===== src/rtl/hazard_pkg.sv =====
// Shared types for the hazard scoreboard.
//   fwd_t   : forward-select codes (register file, W stage, M stage).
//   stage_t : one mirrored pipeline stage {valid, dst, wr, load}.
//   stage_writes() : true when a stage holds a valid writer of register r.
// Register addresses are carried at STAGE_AW bits so the struct can live in a
// non-parameterised package; narrower REG_AW values are zero-extended.
package hazard_pkg;

  localparam int unsigned STAGE_AW = 8;

  typedef enum logic [1:0] {
    FWD_RF = 2'b00,
    FWD_W  = 2'b01,
    FWD_M  = 2'b10
  } fwd_t;

  typedef struct packed {
    logic                valid;
    logic [STAGE_AW-1:0] dst;
    logic                wr;
    logic                load;
  } stage_t;

  function automatic logic stage_writes(input stage_t s, input logic [STAGE_AW-1:0] r);
    return s.valid & s.wr & (s.dst == r);
  endfunction

endpackage


===== src/rtl/hazard_stage_reg.sv =====
// One mirrored pipeline stage.
//   clk   : rising-edge clock
//   reset : asynchronous, active-low
//   hold  : keep current contents (stage stalled)
//   flush : load a bubble instead of d
//   d / q : incoming / held stage contents
module hazard_stage_reg
  import hazard_pkg::*;
(
  input  logic   clk,
  input  logic   reset,
  input  logic   hold,
  input  logic   flush,
  input  stage_t d,
  output stage_t q
);

  always_ff @(posedge clk or negedge reset) begin
    if (!reset) begin
      q <= '0;
    end else if (!hold) begin
      q <= flush ? '0 : d;
    end
  end

endmodule


===== src/rtl/hazard_scoreboard.sv =====
// Hazard controller for a 5-stage F/D/E/M/W pipeline.
// Keeps its own mirror of the E/M/W destinations and drives every stall,
// flush and forward-select line from that mirror plus the decode-stage info.
//   clk, reset (async active-low)
//   dec_valid, dec_src, dec_src_used, dec_dst, dec_wr, dec_load, dec_multi :
//     instruction currently in D
//   br_missed_e : mispredicted branch resolved in E
//   stall_f/d/e, flush_d/e : pipeline register control
//   fwd_sel     : per-source forward select for the instruction in E
//   multi_busy  : a multi-cycle op still occupies E
// MUL_LAT must be at least 2.
module hazard_scoreboard
  import hazard_pkg::*;
#(
  parameter int unsigned REG_AW  = 4,
  parameter int unsigned NSRC    = 3,
  parameter int unsigned MUL_LAT = 3,
  parameter bit          FWD_EN  = 1'b1
) (
  input  logic                   clk,
  input  logic                   reset,
  input  logic                   dec_valid,
  input  logic [NSRC*REG_AW-1:0] dec_src,
  input  logic [NSRC-1:0]        dec_src_used,
  input  logic [REG_AW-1:0]      dec_dst,
  input  logic                   dec_wr,
  input  logic                   dec_load,
  input  logic                   dec_multi,
  input  logic                   br_missed_e,
  output logic                   stall_f,
  output logic                   stall_d,
  output logic                   stall_e,
  output logic                   flush_d,
  output logic                   flush_e,
  output logic [NSRC*2-1:0]      fwd_sel,
  output logic                   multi_busy
);

  localparam int unsigned CNT_W = (MUL_LAT > 2) ? $clog2(MUL_LAT) : 1;
  localparam logic [CNT_W-1:0] CNT_LOAD = CNT_W'(MUL_LAT - 1);

  stage_t e_q, m_q, w_q, e_d;
  logic [NSRC*REG_AW-1:0] e_src;
  logic [NSRC-1:0]        e_used;
  logic [CNT_W-1:0]       cnt;
  logic                   busy;
  logic [NSRC-1:0]        lu_hit;
  logic [NSRC-1:0]        raw_hit;
  logic                   hazard;

  assign busy = (cnt != '0);

  // Per-slot comparators: decode-side hazards and E-side forward selects.
  for (genvar i = 0; i < NSRC; i++) begin : g_slot
    logic [STAGE_AW-1:0] d_reg;
    logic [STAGE_AW-1:0] e_reg;
    fwd_t                fwd_slot;

    assign d_reg = STAGE_AW'(dec_src[i*REG_AW +: REG_AW]);
    assign e_reg = STAGE_AW'(e_src[i*REG_AW +: REG_AW]);

    assign lu_hit[i]  = dec_valid & dec_src_used[i] & e_q.load & stage_writes(e_q, d_reg);
    assign raw_hit[i] = dec_valid & dec_src_used[i] &
                        (stage_writes(e_q, d_reg) | stage_writes(m_q, d_reg) |
                         stage_writes(w_q, d_reg));

    always_comb begin
      fwd_slot = FWD_RF;
      if (FWD_EN && e_q.valid && e_used[i]) begin
        if (stage_writes(m_q, e_reg)) begin
          fwd_slot = FWD_M;
        end else if (stage_writes(w_q, e_reg)) begin
          fwd_slot = FWD_W;
        end
      end
    end

    assign fwd_sel[i*2 +: 2] = fwd_slot;
  end

  // With forwarding only a load in E blocks; without it any in-flight writer does.
  assign hazard = FWD_EN ? (|lu_hit) : (|raw_hit);

  // Busy dominates everything (mispredict ignored while busy); a mispredict
  // then overrides the RAW/load-use stall.
  always_comb begin
    stall_f    = 1'b0;
    stall_d    = 1'b0;
    stall_e    = 1'b0;
    flush_d    = 1'b0;
    flush_e    = 1'b0;
    multi_busy = 1'b0;
    if (reset) begin
      if (busy) begin
        stall_f    = 1'b1;
        stall_d    = 1'b1;
        stall_e    = 1'b1;
        multi_busy = 1'b1;
      end else if (br_missed_e) begin
        flush_d = 1'b1;
        flush_e = 1'b1;
      end else if (hazard) begin
        stall_f = 1'b1;
        stall_d = 1'b1;
        flush_e = 1'b1;
      end
    end
  end

  always_comb begin
    e_d       = '0;
    e_d.valid = dec_valid;
    e_d.dst   = STAGE_AW'(dec_dst);
    e_d.wr    = dec_wr;
    e_d.load  = dec_load;
  end

  hazard_stage_reg u_stage_e (
    .clk   (clk),
    .reset (reset),
    .hold  (stall_e),
    .flush (flush_e),
    .d     (e_d),
    .q     (e_q)
  );

  hazard_stage_reg u_stage_m (
    .clk   (clk),
    .reset (reset),
    .hold  (1'b0),
    .flush (busy),
    .d     (e_q),
    .q     (m_q)
  );

  hazard_stage_reg u_stage_w (
    .clk   (clk),
    .reset (reset),
    .hold  (1'b0),
    .flush (1'b0),
    .d     (m_q),
    .q     (w_q)
  );

  // Source operands of the E instruction follow the same hold/bubble rules
  // as the E mirror stage.
  always_ff @(posedge clk or negedge reset) begin
    if (!reset) begin
      e_src  <= '0;
      e_used <= '0;
    end else if (!stall_e) begin
      if (flush_e) begin
        e_src  <= '0;
        e_used <= '0;
      end else begin
        e_src  <= dec_src;
        e_used <= dec_src_used & {NSRC{dec_valid}};
      end
    end
  end

  // cnt counts the remaining busy cycles; a multi op entering E loads it,
  // so the op sits in E for MUL_LAT cycles in total.
  always_ff @(posedge clk or negedge reset) begin
    if (!reset) begin
      cnt <= '0;
    end else if (busy) begin
      cnt <= cnt - CNT_W'(1);
    end else if (!flush_e && dec_valid && dec_multi) begin
      cnt <= CNT_LOAD;
    end else begin
      cnt <= '0;
    end
  end

endmodule


===== config.mk =====
export PLATFORM = sky130hd
export DESIGN_NAME = hazard_scoreboard
export DESIGN_NICKNAME = d
export VERILOG_FILES = /design/src/rtl/hazard_pkg.sv /design/src/rtl/hazard_stage_reg.sv /design/src/rtl/hazard_scoreboard.sv
export SDC_FILE = /design/constraint.sdc
export NUM_CORES = 1
export LEC_CHECK = 0
export BUFFER_PORTS_ARGS = -buffer_cell sky130_fd_sc_hd__clkbuf_2
export CAP_MARGIN = 15
export CORE_AREA = 3 3 79 81
export CTS_CLUSTER_SIZE = 25
export DETAILED_ROUTE_END_ITERATION = 7
export DIE_AREA = 0 0 82 84
export GPL_ROUTABILITY_DRIVEN = 0
export PLACE_DENSITY = 0.53
export SKIP_CTS_REPAIR_TIMING = 1
export SYNTH_ARGS = -nofsm -noshare
export SYNTH_HDL_FRONTEND = slang
export SYNTH_SLANG_ARGS = --single-unit

===== constraint.sdc =====
create_clock -name clk -period 2 [get_ports clk]
set_input_delay 0.2 -clock clk [delete_from_list [all_inputs] [get_ports clk]]
set_output_delay 0.2 -clock clk [all_outputs]
set_load 0.005 [all_outputs]

==> qor.txt <==
SYNTH
--------------------------------------------------------------------------------------
Post-Synthesis Cells                                                               180
Main area contributors after synthesis                                    dfrtp_1, xor2_1, a221o_1, nor2b_1, xnor2_1
Nets in the synthesized netlist                                                    206
Top-area cell type share of the netlist area                                     46.8%
Post-synthesis cell area                                                   0.00192 mm²
Warnings, synthesis                                                                  0
Count of distinct cell types in the synthesized netlist                             27
Register area share after synthesis                                              46.8%
FF+latch count, synth                                                               36
Leading area contributor after synthesis                                       dfrtp_1
Mean post-synth cell area                                                     10.7 µm²

FINAL LAYOUT
--------------------------------------------------------------------------------------
Fraction of layout instances using a drive strength above 1                      30.4%
Growth of design area from synthesis to finish                                   24.2%
# nets final                                                                       249
Antenna Diode Count                                                                  0

PLACEMENT
--------------------------------------------------------------------------------------
Detailed Place HPWL                                                            3460 µm
I/O Buffers                                                                         37

STA
--------------------------------------------------------------------------------------
Worst setup margin                                                           -0.112 ns
Final-report hold violation count                                                    0
Final setup vio count                                                                3
Layout Skew                                                                 0.00669 ns
Fmax                                                                           473 MHz
Setup TNS                                                                    -0.279 ns
Setup repair after global routing missed its margin                               true
Minimum clock period after layout                                              2.11 ns
Max-Slew Margin vs Limit                                                         71.9%
Final worst-path cycle share                                                      106%
Count of final max-slew check failures                                               0
Slew of the pin with the lowest slew margin                                   0.421 ns
WHS                                                                           0.148 ns

CTS
--------------------------------------------------------------------------------------
Clock root buffer master                                                      clkbuf_8
CTS tree                                                                           yes
Clock network latency to the later pin of the worst-skew pair                  0.29 ns
H-tree depth reported by CTS                                                         2
Max Root-Sink Buffers                                                                2
Number of clock sinks                                                               36
Inserted Clock Buffers                                                               5
Clock slew at the register clock pins of the worst setup and hold paths        0.07 ns

DETAILED ROUTING
--------------------------------------------------------------------------------------
Number of routed nets with antenna violations                                        0
Via count normalized by instance count                                            4.92
DRC errors left                                                                      0
Total number of vias                                                              1455
Router iterations before antenna repair                                              4
Post-detailed-routing wire length                                              4550 µm
Detailed Route Iter0 Violations                                                     65
Post-detailed-route wirelength per cell                                        15.4 µm

WORST SETUP PATH
--------------------------------------------------------------------------------------
Startpoint of the most critical register-to-register path                 u_stage_e.q[4]
Family with the most delay on the worst path                              compound AO/OA/AOI/OAI gates
Crit. path cell count                                                                7
Sort of element at the start of the critical path                                 flop
Worst R2R End                                                             u_stage_e.q[4]
Arrival time worst endpoint                                                    1.91 ns
Slowest cell delay on critical path                                            0.41 ns
Worst Path Required                                                            1.80 ns
Crit path from                                                            u_stage_e.q[3]
Slowest CP cell                                                                dfrtp_2
R2R setup slack                                                                0.06 ns
Worst path bufs/invs                                                                 2
Type of the setup path with the least slack                                    reg2out
Endpoint of the most critical setup path                                       stall_d
Number of cells on the worst reg-to-reg path                                         6
CP Max Fanout                                                                        4
Critical path cell sequence                                               buf_4, xor2_1, nor2_1, a22oi_1, a21oi_1, o31a_1, buf_2
CP Capture Type                                                             output pin

POWER AND IR DROP
--------------------------------------------------------------------------------------
Proportion of power drawn by the clock network                                   31.8%
Power density cells                                                         915 mW/mm²
Combinational share of power                                                     23.0%
Net Switching                                                                   638 µW
Design internal power                                                          1550 µW
Switching part of the total                                                      29.2%
Portion of total power attributed to sequential cells                            45.2%
Leakage                                                                     0.00108 µW
Power, Total                                                                   2190 µW
Largest vdd supply drop                                                         309 µV

STATUS
--------------------------------------------------------------------------------------
Violations in the final reports                                           negative setup slack
Outcome                                                                   finished with violations

GLOBAL ROUTING
--------------------------------------------------------------------------------------
Met2 track utilization from global routing                                       20.1%
Maximum number of pins on one net before global-route repair                        37
Layer carrying the most global-route usage                                        met1
Global routing usage summed across all routing layers                            14.0%
Antenna violations before repair                                                     0
Via count of the first global-routing pass                                        1391
Met1 track demand over resource                                                  20.8%
Total congestion overflow after global routing                                       0
Wire length of the first global-routing pass                                   7230 µm
Routing usage on met3                                                            2.59%

FLOORPLAN
--------------------------------------------------------------------------------------
Rows                                                                                27
Die footprint                                                              0.00689 mm²
Die Height                                                                       84 µm
Die width                                                                        82 µm
Starting density of the core                                                     34.7%
Placeable core region                                                      0.00554 mm²
I/O pin cnt                                                                         38

WORST HOLD PATH
--------------------------------------------------------------------------------------
Min-delay worst type                                                            in2reg

JOB
--------------------------------------------------------------------------------------
Max_cap viols                                                                        0

## state kept, by name (all words and copies together), names as in the netlist
name / count
e_src: 12
u_stage_e.q: 7
u_stage_m.q: 6
u_stage_w.q: 6
e_used: 3
cnt: 2
## how the worst min path moves through the flow
stage                     startpoint        endpoint  slack (ns)  cells past startpoint
after global placement         reset       e_used[2]        0.24                      2
after CTS                      reset  u_stage_e.q[1]       -0.08                      2
after floorplan                reset          cnt[0]        -0.1                      0
final                     dec_dst[0]  u_stage_e.q[2]        0.15                      2
after global routing      dec_dst[0]  u_stage_e.q[2]        0.16                      2
after detailed placement       reset  u_stage_e.q[1]        0.24                      2
## cells by family after synthesis
group | share of synthesized area, %
simple gates | 19.6
buf+inv | 3.58
compound gates | 14.5
flops | 46.8
xor+xnor | 15.5
## cell usage after synthesis (all sizes together)
master   n
or4      2
and2     6
o21ai    4
nor2     5
nand3b   1
xor2    24
nor4     5
nor3     4
a22oi    1
clkbuf   6
a221o   20
and4b    1
buf      4
nand2    9
nand3    6
inv      2
a31o     3
o22ai    1
nor2b   21
a21oi    2
nand4    1
xnor2   10
and3     5
dfrtp   36
o31a     1
## cell type report
| type | instances | area (µm²) |
|---|---|---|
| timing repair buffer | 46 | 255 |
| clock buffer | 7 | 96.3 |
| tap | 72 | 90.1 |
| clock inverter | 1 | 30.0 |
| multi-input combinational | 132 | 1000 |
| inverter | 2 | 7.51 |
| sequential | 36 | 905 |
| fill | 568 | 3150 |
## power by group through the flow
stage               Sequential [µW]  Combinational, µW  Clock, µW
floorplan                       964                343          0
global placement               1000                465          0
detailed placement             1010                465          0
CTS                             993                467        711
global route                   1010                564        735
finish                          988                502        695
## worst register-to-register path: stages, from the launching register on
cell and delay, ns:
dfrtp_2 0.43, buf_4 0.16, xor2_2 0.17, nor4_1 0.26, a22oi_1 0.15, and4b_4 0.33, a221o_1 0.33
## placed cells by master, fill, tap and decap left out, types with 3 or more instances in the layout
cell type	count
and3_1	5
a221o_1	20
nand3_1	5
and2_1	6
nor3_1	3
o21ai_0	4
nor4_2	3
dfrtp_1	33
nor2b_1	21
dfrtp_2	3
nor2_1	5
clkbuf_2	36
xnor2_1	10
nand2_1	9
buf_4	8
xor2_1	21
clkbuf_8	7
a31o_2	3
xor2_2	3
## metal layers
layer  part of all wire [%]  up-vias
li1                       -      739
met1                     50      676
met2                     44       34
met3                    4.6        6
met4                   0.62        0
met5                      0        -
## through the flow
step | util [%] | instances | instance area, µm² | setup slack (ns)
floorplan | - | 180 | 1920 | 0.266
global placement | 39.3 | 284 | 2170 | 0.0545
detailed placement | 39.3 | 284 | 2170 | -0.0137
CTS | 41.5 | 292 | 2300 | -0.205
global route | 43.1 | 296 | 2390 | -0.186
finish | 43.1 | 296 | 2390 | -0.112
(Power assumes the default switching activity.)
